### src/rtl/bnn_img_loader_if.sv
// ============================================================================
// Module      : bnn_img_loader_if
// Description : Byte-stream, wrapper and host-result signals of the BNN image
//               loader. The master modport is the loader side.
// Revision    : 1.0 - initial release
// ============================================================================
`default_nettype none

interface bnn_img_loader_if #(
   parameter int IMG_BITS = 900,
   parameter int BYTE_W   = 8
);
   logic [BYTE_W-1:0]   rx_data;
   logic                rx_valid;
   logic                rx_ready;
   logic                host_clear;
   logic [IMG_BITS-1:0] img_out;
   logic                img_buffer_full;
   logic                bnn_enable;
   logic                bnn_clear;
   logic [3:0]          result_in;
   logic                result_ready_in;
   logic [3:0]          result_out;
   logic                result_valid;
   logic                result_ack;
   logic                err;
   logic [6:0]          byte_count;

   modport master (
      input  rx_data, rx_valid, host_clear, result_in, result_ready_in, result_ack,
      output rx_ready, img_out, img_buffer_full, bnn_enable, bnn_clear,
             result_out, result_valid, err, byte_count
   );

   modport slave (
      output rx_data, rx_valid, host_clear, result_in, result_ready_in, result_ack,
      input  rx_ready, img_out, img_buffer_full, bnn_enable, bnn_clear,
             result_out, result_valid, err, byte_count
   );
endinterface

`default_nettype wire

### src/rtl/bnn_img_loader.sv
// ============================================================================
// Module      : bnn_img_loader
// Description : Assembles a binary image from a byte stream, runs one BNN
//               inference and hands the class to the host via valid/ack.
//               Optional macro BNN_IMG_CHECKSUM_EN adds a trailing XOR byte.
// Revision    : 1.0 - initial release
// ============================================================================
`default_nettype none

module bnn_img_loader #(
   parameter int IMG_BITS       = 900,
   parameter int BYTE_W         = 8,
   parameter int N_BYTES        = (IMG_BITS + BYTE_W - 1) / BYTE_W,
   parameter int TIMEOUT_CYCLES = 4096
) (
   input  wire logic         clk,
   input  wire logic         rst_n,
   bnn_img_loader_if.master  bus
);

`ifdef BNN_IMG_CHECKSUM_EN
   localparam int N_LOAD = N_BYTES + 1;
`else
   localparam int N_LOAD = N_BYTES;
`endif
   localparam int TMR_W = $clog2(TIMEOUT_CYCLES);

   localparam logic [1:0] S_LOAD   = 2'd0;
   localparam logic [1:0] S_INFER  = 2'd1;
   localparam logic [1:0] S_REPORT = 2'd2;
   localparam logic [1:0] S_CLEAR  = 2'd3;

   logic [1:0]          r_state;
   logic [1:0]          w_next;
   logic [6:0]          r_byte_count;
   logic [TMR_W-1:0]    r_timer;
   logic [3:0]          r_result;
   logic                r_err;
   logic [IMG_BITS-1:0] w_img;
   logic                w_xfer;
   logic                w_last;
   logic                w_timeout;
   logic                w_flush;
   logic                w_infer_live;
`ifdef BNN_IMG_CHECKSUM_EN
   logic [BYTE_W-1:0]   r_xor;
   logic                w_sum_ok;
`endif

   // A byte arriving together with host_clear is dropped.
   assign w_xfer       = (r_state == S_LOAD) && bus.rx_valid && !bus.host_clear;
   assign w_last       = (r_byte_count == 7'(N_LOAD - 1));
   assign w_timeout    = (r_timer == TMR_W'(TIMEOUT_CYCLES - 1));
   assign w_flush      = (r_state == S_CLEAR);
   assign w_infer_live = (r_state == S_INFER) && !bus.host_clear;
`ifdef BNN_IMG_CHECKSUM_EN
   assign w_sum_ok     = (bus.rx_data == r_xor);
`endif

   always_ff @(posedge clk or negedge rst_n) begin
      if (!rst_n) begin
         r_state <= S_LOAD;
      end else begin
         r_state <= w_next;
      end
   end

   always_comb begin
      w_next = r_state;
      case (r_state)
         S_LOAD: begin
            if (w_xfer && w_last) begin
`ifdef BNN_IMG_CHECKSUM_EN
               w_next = w_sum_ok ? S_INFER : S_REPORT;
`else
               w_next = S_INFER;
`endif
            end
         end
         S_INFER: begin
            if (bus.result_ready_in || w_timeout) begin
               w_next = S_REPORT;
            end
         end
         S_REPORT: begin
            if (bus.result_ack) begin
               w_next = S_CLEAR;
            end
         end
         S_CLEAR: begin
            w_next = S_LOAD;
         end
         default: begin
            w_next = S_LOAD;
         end
      endcase
      if (bus.host_clear) begin
         w_next = S_CLEAR;
      end
   end

   always_comb begin
      bus.rx_ready        = 1'b0;
      bus.img_buffer_full = 1'b0;
      bus.bnn_enable      = 1'b0;
      bus.result_valid    = 1'b0;
      bus.bnn_clear       = 1'b0;
      case (r_state)
         S_LOAD:   bus.rx_ready = 1'b1;
         S_INFER: begin
            bus.img_buffer_full = 1'b1;
            bus.bnn_enable      = 1'b1;
         end
         S_REPORT: bus.result_valid = 1'b1;
         S_CLEAR:  bus.bnn_clear    = 1'b1;
         default:  bus.rx_ready     = 1'b0;
      endcase
   end

   always_ff @(posedge clk or negedge rst_n) begin
      if (!rst_n) begin
         r_byte_count <= '0;
         r_timer      <= '0;
`ifdef BNN_IMG_CHECKSUM_EN
         r_xor        <= '0;
`endif
      end else if (w_flush) begin
         r_byte_count <= '0;
         r_timer      <= '0;
`ifdef BNN_IMG_CHECKSUM_EN
         r_xor        <= '0;
`endif
      end else begin
         if (w_xfer) begin
            r_byte_count <= r_byte_count + 7'd1;
`ifdef BNN_IMG_CHECKSUM_EN
            r_xor        <= r_xor ^ bus.rx_data;
`endif
         end
         if (w_infer_live) begin
            r_timer <= r_timer + 1'b1;
         end
      end
   end

   // Result wins over a timeout in the same cycle; both survive CLEAR.
   always_ff @(posedge clk or negedge rst_n) begin
      if (!rst_n) begin
         r_result <= '0;
         r_err    <= 1'b0;
      end else begin
         if (w_infer_live) begin
            if (bus.result_ready_in) begin
               r_result <= bus.result_in;
               r_err    <= 1'b0;
            end else if (w_timeout) begin
               r_result <= 4'hF;
               r_err    <= 1'b1;
            end
         end
`ifdef BNN_IMG_CHECKSUM_EN
         if (w_xfer && w_last && !w_sum_ok) begin
            r_result <= 4'hE;
            r_err    <= 1'b1;
         end
`endif
      end
   end

   // One register slice per byte; the last slice keeps only the bits that fit.
   generate
      for (genvar b = 0; b < N_BYTES; b++) begin : g_byte
         localparam int LO = b * BYTE_W;
         localparam int W  = ((IMG_BITS - LO) < BYTE_W) ? (IMG_BITS - LO) : BYTE_W;
         logic [W-1:0] r_seg;

         always_ff @(posedge clk or negedge rst_n) begin
            if (!rst_n) begin
               r_seg <= '0;
            end else if (w_flush) begin
               r_seg <= '0;
            end else if (w_xfer && (r_byte_count == 7'(b))) begin
               r_seg <= bus.rx_data[W-1:0];
            end
         end

         assign w_img[LO +: W] = r_seg;
      end
   endgenerate

   assign bus.img_out    = w_img;
   assign bus.result_out = r_result;
   assign bus.err        = r_err;
   assign bus.byte_count = r_byte_count;

endmodule

`default_nettype wire

### src/flat_wrapper.sv
// flat-port wrapper written by rule: the top's interface ports become plain ports
module bnn_img_loader_flat 
#(
   parameter int IMG_BITS       = 900,
   parameter int BYTE_W         = 8,
   parameter int N_BYTES        = (IMG_BITS + BYTE_W - 1) / BYTE_W,
   parameter int TIMEOUT_CYCLES = 4096
)
  (clk, rst_n, bus_rx_data, bus_rx_valid, bus_host_clear, bus_result_in, bus_result_ready_in, bus_result_ack, bus_rx_ready, bus_img_out, bus_img_buffer_full, bus_bnn_enable, bus_bnn_clear, bus_result_out, bus_result_valid, bus_err, bus_byte_count);
  bnn_img_loader_if #(.IMG_BITS(IMG_BITS), .BYTE_W(BYTE_W)) bus_i ();
  input  wire logic clk;
  input  wire logic rst_n;
  input wire logic [$bits(bus_i.rx_data)-1:0] bus_rx_data;
  input wire logic [$bits(bus_i.rx_valid)-1:0] bus_rx_valid;
  input wire logic [$bits(bus_i.host_clear)-1:0] bus_host_clear;
  input wire logic [$bits(bus_i.result_in)-1:0] bus_result_in;
  input wire logic [$bits(bus_i.result_ready_in)-1:0] bus_result_ready_in;
  input wire logic [$bits(bus_i.result_ack)-1:0] bus_result_ack;
  output wire logic [$bits(bus_i.rx_ready)-1:0] bus_rx_ready;
  output wire logic [$bits(bus_i.img_out)-1:0] bus_img_out;
  output wire logic [$bits(bus_i.img_buffer_full)-1:0] bus_img_buffer_full;
  output wire logic [$bits(bus_i.bnn_enable)-1:0] bus_bnn_enable;
  output wire logic [$bits(bus_i.bnn_clear)-1:0] bus_bnn_clear;
  output wire logic [$bits(bus_i.result_out)-1:0] bus_result_out;
  output wire logic [$bits(bus_i.result_valid)-1:0] bus_result_valid;
  output wire logic [$bits(bus_i.err)-1:0] bus_err;
  output wire logic [$bits(bus_i.byte_count)-1:0] bus_byte_count;
  assign bus_i.rx_data = bus_rx_data;
  assign bus_i.rx_valid = bus_rx_valid;
  assign bus_i.host_clear = bus_host_clear;
  assign bus_i.result_in = bus_result_in;
  assign bus_i.result_ready_in = bus_result_ready_in;
  assign bus_i.result_ack = bus_result_ack;
  assign bus_rx_ready = bus_i.rx_ready;
  assign bus_img_out = bus_i.img_out;
  assign bus_img_buffer_full = bus_i.img_buffer_full;
  assign bus_bnn_enable = bus_i.bnn_enable;
  assign bus_bnn_clear = bus_i.bnn_clear;
  assign bus_result_out = bus_i.result_out;
  assign bus_result_valid = bus_i.result_valid;
  assign bus_err = bus_i.err;
  assign bus_byte_count = bus_i.byte_count;
  bnn_img_loader #(.IMG_BITS(IMG_BITS), .BYTE_W(BYTE_W), .N_BYTES(N_BYTES), .TIMEOUT_CYCLES(TIMEOUT_CYCLES)) u_core (.clk(clk), .rst_n(rst_n), .bus(bus_i));
endmodule
### config.mk
export PLATFORM = sky130hd
export DESIGN_NAME = bnn_img_loader_flat
export DESIGN_NICKNAME = d
export VERILOG_FILES = /design/src/rtl/bnn_img_loader_if.sv /design/src/rtl/bnn_img_loader.sv /design/src/flat_wrapper.sv
export SDC_FILE = /design/constraint.sdc
export NUM_CORES = 1
export LEC_CHECK = 0
export CORE_AREA = 2 2 364 366
export DETAILED_ROUTE_END_ITERATION = 6
export DIE_AREA = 0 0 366 368
export GPL_TIMING_DRIVEN = 0
export PLACE_DENSITY = 0.63
export SETUP_SLACK_MARGIN = 0.05
export SYNTH_ARGS = -nofsm -noshare
export SYNTH_HDL_FRONTEND = slang
export SYNTH_SLANG_ARGS = --single-unit
### constraint.sdc
create_clock -name clk -period 4.65 [get_ports clk]
set_input_delay 1.1625 -clock clk [delete_from_list [all_inputs] [get_ports clk]]
set_output_delay 1.1625 -clock clk [all_outputs]
set_load 0.02 [all_outputs]
-- Word-level counts from Yosys, hierarchy flattened
Cells that the tools add are included.
- multiplexer cells: 243
- reductions and logical operators: 238
- add/subtract/negate cells: 2
- equal/unequal tests: 119
- operator list (operator ; number):
    2-to-1 mux 8 bit ; 224
    equality test 7 bit (second input constant) ; 49
    nonzero test 2 bit ; 116
    equality test 7 x 6 -> 1 bit (second input constant) ; 32
    logical AND 1 bit ; 116
    equality test 7 x 5 -> 1 bit (second input constant) ; 16
    equality test 7 x 4 -> 1 bit (second input constant) ; 8
    equality test 7 x 3 -> 1 bit (second input constant) ; 4
    2-to-1 mux 12 bit ; 2
    2-to-1 mux 4 bit ; 4
    equality test 7 x 2 -> 1 bit (second input constant) ; 2
    2-to-1 mux 7 bit ; 2
    adder 12 x 1 -> 12 bit (second input constant) ; 1
    equality test 12 bit (second input constant) ; 1
    != test 3 bit (second input constant) ; 3
    2-to-1 mux 2 bit ; 4
    case mux 2 bit (4 select lines) ; 1
    adder 7 x 1 -> 7 bit (second input constant) ; 1
    equality test 7 x 1 -> 1 bit (second input constant) ; 1
    zero test 7 bit ; 1
    2-to-1 mux 1 bit ; 6
    equality test 2 bit (second input constant) ; 2
    AND reduction 3 bit ; 1
    equality test 2 x 1 -> 1 bit (second input constant) ; 1
    4 further kinds ; 4
- bits of input ports: 18
- logic and storage cells: 720
- bits in registers: 926

-- Logic depth before layout (Yosys ltp)
Gate-level depths: netlist (run 1).
- depth after elaboration: 7
- gate-level depth with buffers: 8

-- Worst setup path before layout (run 1)
No wires, ideal clock.
- path kind: input-to-reg
- start: input port bus_host_clear
- end: register u_core.r_state[0]
- stages: 7
- setup slack: 1663 ps
- library setup time: 79 ps
- data required time: 4571 ps
- arrival: 2908 ps
- buffers on the path: 3
- cell sequence: buf_6 > or4b_4 > buf_6 > or3_1 > buf_6 > a221oi_2 > mux2i_1
- word-level cells in the longest chain between the ends: 5
- elaborated cells between the ends (all ways): 8
- classes of those cells: eq/ne: 3; mux: 1; reduce/logical: 4
- RTL lines (what ; RTL line ; RTL):
    start: declaration ; flat_wrapper.sv:15 ; input wire logic [$bits(bus_i.host_clear)-1:0] bus_host_clear;
    zero test 1 bit ; bnn_img_loader.sv:51 ; assign w_xfer = (r_state == S_LOAD) && bus.rx_valid && !bus.host_clear;
    logical AND 1 bit ; bnn_img_loader.sv:51 ;
    logical AND 1 bit ; bnn_img_loader.sv:72 ; if (w_xfer && w_last) begin
    != test 3 bit (no source line) ; n/a ;
    AND reduction 3 bit (no source line) ; n/a ;
    end signal: assignment ; bnn_img_loader.sv:64 ; r_state <= w_next;
    end: declaration ; bnn_img_loader.sv:33 ; logic [1:0] r_state;
Several ways; a longest one is shown, not always the timed one.
A chain may end at the register's enable or synchronous reset.

-- Worst setup path in the final report (run 1)
- start: register u_core.r_state[0]
- end: output port bus_rx_ready
- word-level cells in the longest chain between the ends: 2
- RTL lines (what ; RTL line ; RTL):
    zero test 2 bit ; bnn_img_loader.sv:108 ; case (r_state)
    2-to-1 mux 1 bit ; bnn_img_loader.sv:108 ;
    end: declaration ; flat_wrapper.sv:19 ; output wire logic [$bits(bus_i.rx_ready)-1:0] bus_rx_ready;
Every way passes these cells.

==> results of run 1 <==
## registers in the layout, indices dropped and copies added (netlist names)
register               cells
u_core.r_state             2
u_core.bus.err             1
u_core.r_timer            12
u_core.g_byte.r_seg      900
u_core.bus.byte_count      7
u_core.bus.result_out      4
## cells by family (layout without fill, tap and decap cells)
family          Yosys count  in the layout
buf+inv                 261           1390
flops                   926            926
compound gates           22             22
simple gates           1080           1080
fa+ha+maj                 9              9
xor+xnor                 10             10
mux                     904            904
other cells               0              6
## power groups by stage
stage                     sequential [mW]  clock [mW]  combinational, mW
after CTS                            8.12        8.75               3.56
after floorplan                      8.29           0               1.60
final                                8.12        8.60               3.48
after global placement               8.30           0               3.53
after global routing                 8.12        9.06               3.74
after detailed placement             8.27           0               3.55
## layout make-up
type                    instances  area, um2
diodes                          6       15.0
clock buffers                 156       3110
fillers                     12400      76600
flip-flops and latches        926      23200
multi-input cells            2025      14700
plain buffers                 257       1080
repair buffers                935       9530
inverters                       4       15.0
well taps                    1755       2200
clock inverters                38        453
## metal layers
metal	up-vias	global-route usage	share of wire
met2	1076	0.405	0.47
met4	2	0.0968	0.039
met5	-	0	0.000076
met3	240	0.0726	0.077
met1	14900	0.311	0.41
li1	12800	-	-
## synth_stat cells (6+ instances only)
library cell / n / area, um2
nor3_4: 64 / 1040
xor2_1: 6 / 52.6
nand2_1: 8 / 30.0
mux2i_1: 904 / 9050
buf_1: 22 / 82.6
o21ai_0: 7 / 35.0
or4_1: 7 / 52.6
buf_2: 28 / 140
a21oi_1: 8 / 40.0
buf_6: 6 / 67.6
nor2_1: 916 / 3440
or3_1: 9 / 56.3
ha_1: 9 / 113
clkbuf_1: 196 / 736
dfrtp_1: 926 / 23200
nor3_2: 41 / 410
## path summary, 6_finish.rpt
kind	from	to	slack [ps]	depth (start not counted)
hold / removal	rst_n	u_core.g_byte[95].r_seg[5]	420	1
setup reg to reg	u_core.r_state[0]	u_core.g_byte[63].r_seg[3]	840	8
max in group asynchronous	rst_n	u_core.g_byte[40].r_seg[2]	1740	5
setup / recovery	u_core.r_state[0]	bus_rx_ready	830	3
min in group clk	u_core.bus.result_out[0]	u_core.bus.result_out[0]	490	1
hold reg to reg	u_core.bus.result_out[0]	u_core.bus.result_out[0]	490	1
## layout by cell type (no fill, tap or decap), types with 4 or more instances in the layout
cell / netlist / routed
a21oi_1: 8 / 8
buf_1: 22 / 21
buf_16: 0 / 9
buf_2: 28 / 29
buf_4: 5 / 5
buf_6: 6 / 6
bufinv_16: 0 / 7
clkbuf_1: 196 / 204
clkbuf_16: 0 / 105
clkbuf_2: 0 / 14
clkbuf_8: 0 / 29
clkdlybuf4s50_1: 0 / 924
clkinv_2: 0 / 16
clkinv_8: 0 / 4
dfrtp_1: 926 / 926
diode_2: 0 / 6
ha_1: 9 / 9
inv_1: 4 / 4
mux2i_1: 904 / 904
nand2_1: 8 / 8
nand3_1: 5 / 5
nand3b_1: 4 / 4
nand4_1: 4 / 4
nor2_1: 916 / 916
nor3_2: 41 / 40
nor3_4: 64 / 65
o21ai_0: 7 / 7
o22a_1: 4 / 4
or3_1: 9 / 9
or4_1: 7 / 7
xnor2_1: 4 / 4
xor2_1: 6 / 6
==> metrics.md, run 1 <==
| Metric | Value |
|---|---|
| EDFF count, synth | `0` |
| Design area | `approximately 0.054 mm2` |
| Largest net degree at the start of global routing | `116` |
| Register area share after synthesis | `0.595` |
| WP buf/inv | `2` |
| Grt ovf | `0` |
| Pwr Total | `slightly above 20 mW` |
| Setup ws final | `828 ps` |
| Synth cell types | `38` |
| CTS buffer count | `~100` |
| Static Leak | `about 22 nW` |
| CTS clock-pin slew for the worst setup and hold paths | `approximately 60 ps` |
| Routed length per instance | `28.0 um` |
| Nets@finish | `4280` |
| Initial antenna violation count | `7` |
| Slew margin rel. | `0.0672` |
| Port bufs | `925` |
| # IOs | `935` |
| Worst-Margin Slew | `1400 ps` |
| Clock skew | `23.3 ps` |
| Die area | `approximately 0.13 mm2` |
| CP Capture Type | `output pin` |
| Pwr dens | `372 mW/mm2` |
| Async SR Flop Fraction | `1.00` |
| Total Neg Setup Slack | `0 ps` |
| First-pass GRT wire length | `238000 um` |
| Syn Nets | `3239` |
| Antenna Nets Post-Route | `0` |
| CTS tree | `yes` |
| Switch Pwr | `6.65 mW` |
| # setup viols final | `0` |
| Yosys warnings | `0` |
| RSZ-0062 raised after global routing | `no` |
| XOR/XNOR Fraction of Synth Area | `0.00225` |
| Hold slack final | `approximately 420 ps` |
| Hold_buf cts | `0` |
| Pre-CTS setup slack | `about 250 ps` |
| Slew Viols, Final | `0` |
| Cts repair resizes | `0` |
| Largest family of logic cells by synthesized area | `multiplexers` |
| Mux contribution to synthesized area | `0.232` |
| Synthesized area | `~0.039 mm2` |
| Cell count after synthesis | `3212` |
| Synth Flop Type | `dfrtp_1` |
| Post-DP Area | `0.0507 mm2` |
| H-Tree Level Count | `3` |
| HP Class | `in2async` |
| DR pass1 iterations | `5` |
| Setup Crit Path Kind | `reg2out` |
| Cell Chain, Critical Path | `inv_1 -> ha_1 -> clkdlybuf4s50_1` |
| Clock power frac | `0.426` |
| DR vias | `29000` |
| Crit path launch type | `register` |
| Die X | `366 um` |
| Internal cell power | `13.5 mW` |
| GP Congestion | `between 0.8 and 0.9` |
| Status | `finished clean` |
| Critical path peak fanout | `8` |
| Clk buf depth | `3` |
| Required @ worst endpoint | `3490 ps` |
| Sequential fraction of design power | `0.402` |
| Worst-Skew Late Latency | `around 740 ps` |
| Dpl cells | `roughly 5900` |
| Peak VDD IR | `323 uV` |
| Vias in the first global route | `a little under 30000` |
| Layout cells sized above 1 | `0.0802` |
| Worst path slowest cell | `clkdlybuf4s50_1` |
| Final hold vios | `0` |
| Maxcap violations | `0` |
| Chip height | `368 um` |
| DRT iter0 DRCs | `2240` |
| Initial Util | `0.298` |
| WL final | `171000 um` |
| DRC Markers | `0` |
| Core Region | `0.131 mm2` |
| Synth Area in Compound Gates | `0.00360` |
| P&R area growth vs syn | `39.4%` |
| Row cnt | `133` |
| Period utilization | `0.822` |
| Post-route minimum period | `3820 ps` |
| Post-CTS Setup Bufs | `0` |
| Post-synthesis register bit count | `926` |
| CP delay by family, top | `buffers and inverters` |
| Number of vias per cell | `between 4 and 5` |
| Clk root buf | `clkbuf_16` |
| Post-synthesis simple-gate area fraction | `0.136` |
| Fin util | `0.415` |
| Peak Freq | `0.262 GHz` |
| Worst EP arrival | `2660 ps` |
| Sink Count | `926` |
| Slowest stage delay, CP | `between 700 and 800 ps` |
| Adder-Cell Fraction of Synth Area | `0.00289` |
| Dpl hpwl | `125000 um` |
| GRT Total Usage | `0.249` |
| Comb pwr share | `0.172` |
| Sw Ratio | `0.329` |
| Post-synthesis average cell area | `12.1 um2` |
| Final Non-Filler Cells | `6102` |
Power figures use the tool's default switching activity.
==> run 2: changes to the inputs <==
Settings changed: CORE_AREA 2 2 364 366 to 2 2 365 367, DIE_AREA 0 0 366 368 to 0 0 367 369, PLACE_DENSITY 0.63 to 0.64.
Clock period 4.65 ns to 3.15 ns, I/O delays scaled along.
==> run 2 against run 1 <==
  * Total power rose by 47%
  * Sequential power rose by 48%
  * First-iteration DRC count fell by 5.0%
  * Largest power group unchanged
  * Hold slack got worse by 340 ps
  * Critical path type is now reg2reg
  * Clock skew rose by 5.3 ps
  * Combinational power rose by 49%
  * Setup slack got worse by 780 ps
  * Via count rose by 0.86%
==> metrics.md, run 2 (synthesized netlist as in run 1, its figures left out) <==
| Metric | Value |
|---|---|
| GP Congestion | `0.830 (was 0.825)` |
| Critical path peak fanout | `10 (was 8)` |
| Initial Util | `0.297 (was 0.298)` |
| Initial antenna violation count | `3 (was 7)` |
| Status | `finished clean (unchanged)` |
| Post-DP Area | `0.0507 mm2 (about the same)` |
| Worst EP arrival | `3680 ps (was 2660 ps)` |
| Max FFs per register | `900 (unchanged)` |
| CTS buffer count | `103 (was 104)` |
| Period utilization | `0.986` |
| Layout cells sized above 1 | `0.0879 (was 0.0802)` |
| Clk root buf | `clkbuf_16 (unchanged)` |
| Largest net degree at the start of global routing | `111 (was 116)` |
| Pwr dens | `540 mW/mm2 (was 372 mW/mm2)` |
| Hold_buf cts | `0 (unchanged)` |
| Number of vias per cell | `4.78 (was 4.75)` |
| Sequential fraction of design power | `0.405 (was 0.402)` |
| # fillers | `12600 (was 12400)` |
| Port bufs | `925 (unchanged)` |
| Commonest non-fill, non-tap cell in the layout | `dfrtp_1 (unchanged)` |
| Routed length per instance | `28.0 um (about the same)` |
| Multi-input gate area | `0.0149 mm2 (was 0.0147 mm2)` |
| DRC Markers | `0 (unchanged)` |
| DR pass1 iterations | `5 (unchanged)` |
| Die X | `367 um (was 366 um)` |
| Required @ worst endpoint | `3730 ps (was 3490 ps)` |
| Fin util | `0.418 (was 0.415)` |
| Biggest register | `u_core.g_byte.r_seg (unchanged)` |
| GRT Total Usage | `0.248 (was 0.249)` |
| WL final | `171000 um (about the same)` |
| HP Class | `in2async (unchanged)` |
| Core Region | `0.131 mm2 (about the same)` |
| Crit path launch type | `register (unchanged)` |
| Sequential cell area | `0.0232 mm2 (unchanged)` |
| CTS clock-pin slew for the worst setup and hold paths | `60 ps (about the same)` |
| Final hold vios | `0 (unchanged)` |
| Clk buf depth | `3 (unchanged)` |
| Worst R2R Setup Slack | `50 ps (was 840 ps)` |
| Worst R2R Path Depth | `7 (was 8)` |
| Row cnt | `133 (unchanged)` |
| P&R area growth vs syn | `40.9% (was 39.4%)` |
| Slew margin rel. | `0.0726 (was 0.0672)` |
| Internal cell power | `19.8 mW (was 13.5 mW)` |
| Comb pwr share | `0.175 (was 0.172)` |
| DR vias | `29300 (was 29000)` |
| Reg-to-Reg End | `u_core.g_byte[102].r_seg[4] (was u_core.g_byte[63].r_seg[3])` |
| Vias in the first global route | `29500 (was 29300)` |
| Maxcap violations | `0 (unchanged)` |
| Post-route minimum period | `3100 ps` |
| CP Capture Type | `register (was output pin)` |
| # setup viols final | `0 (unchanged)` |
| Slew Viols, Final | `0 (unchanged)` |
| Clock power frac | `0.421 (was 0.426)` |
| Start of the worst register-to-register path | `u_core.bus.byte_count[0] (was u_core.r_state[0])` |
| Worst-Margin Slew | `1390 ps (was 1400 ps)` |
| Total Neg Setup Slack | `0 ps (unchanged)` |
| # IOs | `935 (unchanged)` |
| CTS tree | `yes (unchanged)` |
| Most frequent cells in the layout | `dfrtp_1, clkdlybuf4s50_1, nor2_1, mux2i_1, clkbuf_1 (unchanged)` |
| Clock skew | `28.6 ps (was 23.3 ps)` |
| Worst Setup SP | `u_core.bus.byte_count[0] (was u_core.r_state[0])` |
| DRT iter0 DRCs | `2127 (was 2240)` |
| Static Leak | `23.1 nW (was 22.5 nW)` |
| Peak VDD IR | `468 uV (was 323 uV)` |
| Die area | `0.135 mm2 (about the same)` |
| Sink Count | `926 (unchanged)` |
| Chip height | `369 um (was 368 um)` |
| Peak Freq | `0.322 GHz` |
| Grt ovf | `0 (unchanged)` |
| Crit path to | `u_core.g_byte[102].r_seg[4] (was bus_rx_ready)` |
| RSZ-0062 raised after global routing | `yes (was no)` |
| H-Tree Level Count | `3 (unchanged)` |
| Worst-Skew Late Latency | `730 ps (was 740 ps)` |
| Setup Crit Path Kind | `reg2reg (was reg2out)` |
| First-pass GRT wire length | `237000 um (was 238000 um)` |
| Antenna Nets Post-Route | `0 (unchanged)` |
| Switch Pwr | `9.77 mW (was 6.65 mW)` |
| Dpl hpwl | `125000 um (about the same)` |
| Nets@finish | `4305 (was 4280)` |
| Design area | `0.0548 mm2 (was 0.0542 mm2)` |
| Hold slack final | `75.3 ps (was 417 ps)` |
| Sw Ratio | `0.330 (was 0.329)` |
## run 2: cell count changes in the layout (fill, tap and decap cells not counted), moves of 3 or more
cell | before | now
clkbuf_1 | 204 | 188
clkbuf_2 | 14 | 30
inv_16 | 0 | 3
clkbuf_8 | 29 | 22
nor3_4 | 65 | 99
nor3_2 | 40 | 6
clkinv_8 | 4 | 0
buf_12 | 0 | 19
buf_4 | 5 | 13
## run 2: stage by stage
step | setup WS (ps) | total power, mW | std cells
2_1_floorplan | 538 | 14.6 | 3212
3_5_place_dp | -725 | 17.4 | 5902
4_1_cts | 39.6 | 30.0 | 6100
6_report | 45.4 | 29.6 | 6121
5_1_grt | -7.12 | 30.7 | 6113
3_3_place_gp | -42430 | 17.4 | 5892
## run 2: worst min path at each step
stage,start,endpoint,slack [ps],cells past startpoint
detailed placement,u_core.bus.result_out[3],u_core.bus.result_out[3],480,1
CTS,rst_n,u_core.g_byte[66].r_seg[1],20,1
floorplan,rst_n,u_core.bus.byte_count[0],490,0
global route,rst_n,u_core.g_byte[90].r_seg[5],90,1
global placement,u_core.bus.result_out[2],u_core.bus.result_out[2],470,1
finish,rst_n,u_core.g_byte[80].r_seg[1],80,1
## run 2: layer usage
| layer | share of wire | wire length, um | vias up | track usage |
|---|---|---|---|---|
| met5 | 0.000076 | 13 | - | 0 |
| met4 | 0.041 | 7080 | 2 | 0.104 |
| met3 | 0.078 | 13300 | 254 | 0.0714 |
| met2 | 0.47 | 80600 | 1072 | 0.397 |
| met1 | 0.41 | 70200 | 15000 | 0.312 |
| li1 | - | - | 12900 | - |
## run 2: cell type report
class                      count  share of cell area
inverter                       4            0.000274
buffer                       256              0.0201
multi-input combinational   2025               0.272
clock buffer                 151              0.0551
timing repair buffer         962               0.182
antenna                        8            0.000365
tap                         1755              0.0401
clock inverter                34             0.00774
sequential                   926               0.423
## run 2: what timing repair did
action	4_1_cts	5_1_grt
endpoints found under the setup margin	378	189
hold endpoints to repair	0	0
setup buffers	13	14
resized for setup	43	19
pin swaps	13	15
## run 2: worst max-delay path: stages, from the launching register on
cell,delay [ps]
dfrtp_1,440
inv_1,140
ha_1,170
nand2_2,440
buf_2,530
nor3_2,870
mux2i_1,270
nor2_1,60
## run 2: power groups by stage
stage	Clock, mW	Sequential [mW]	Combinational, mW
floorplan	0	12.2	2.35
global placement	0	12.2	5.14
detailed placement	0	12.2	5.24
CTS	12.7	12.0	5.28
global route	13.1	12.0	5.55
finish	12.5	12.0	5.17
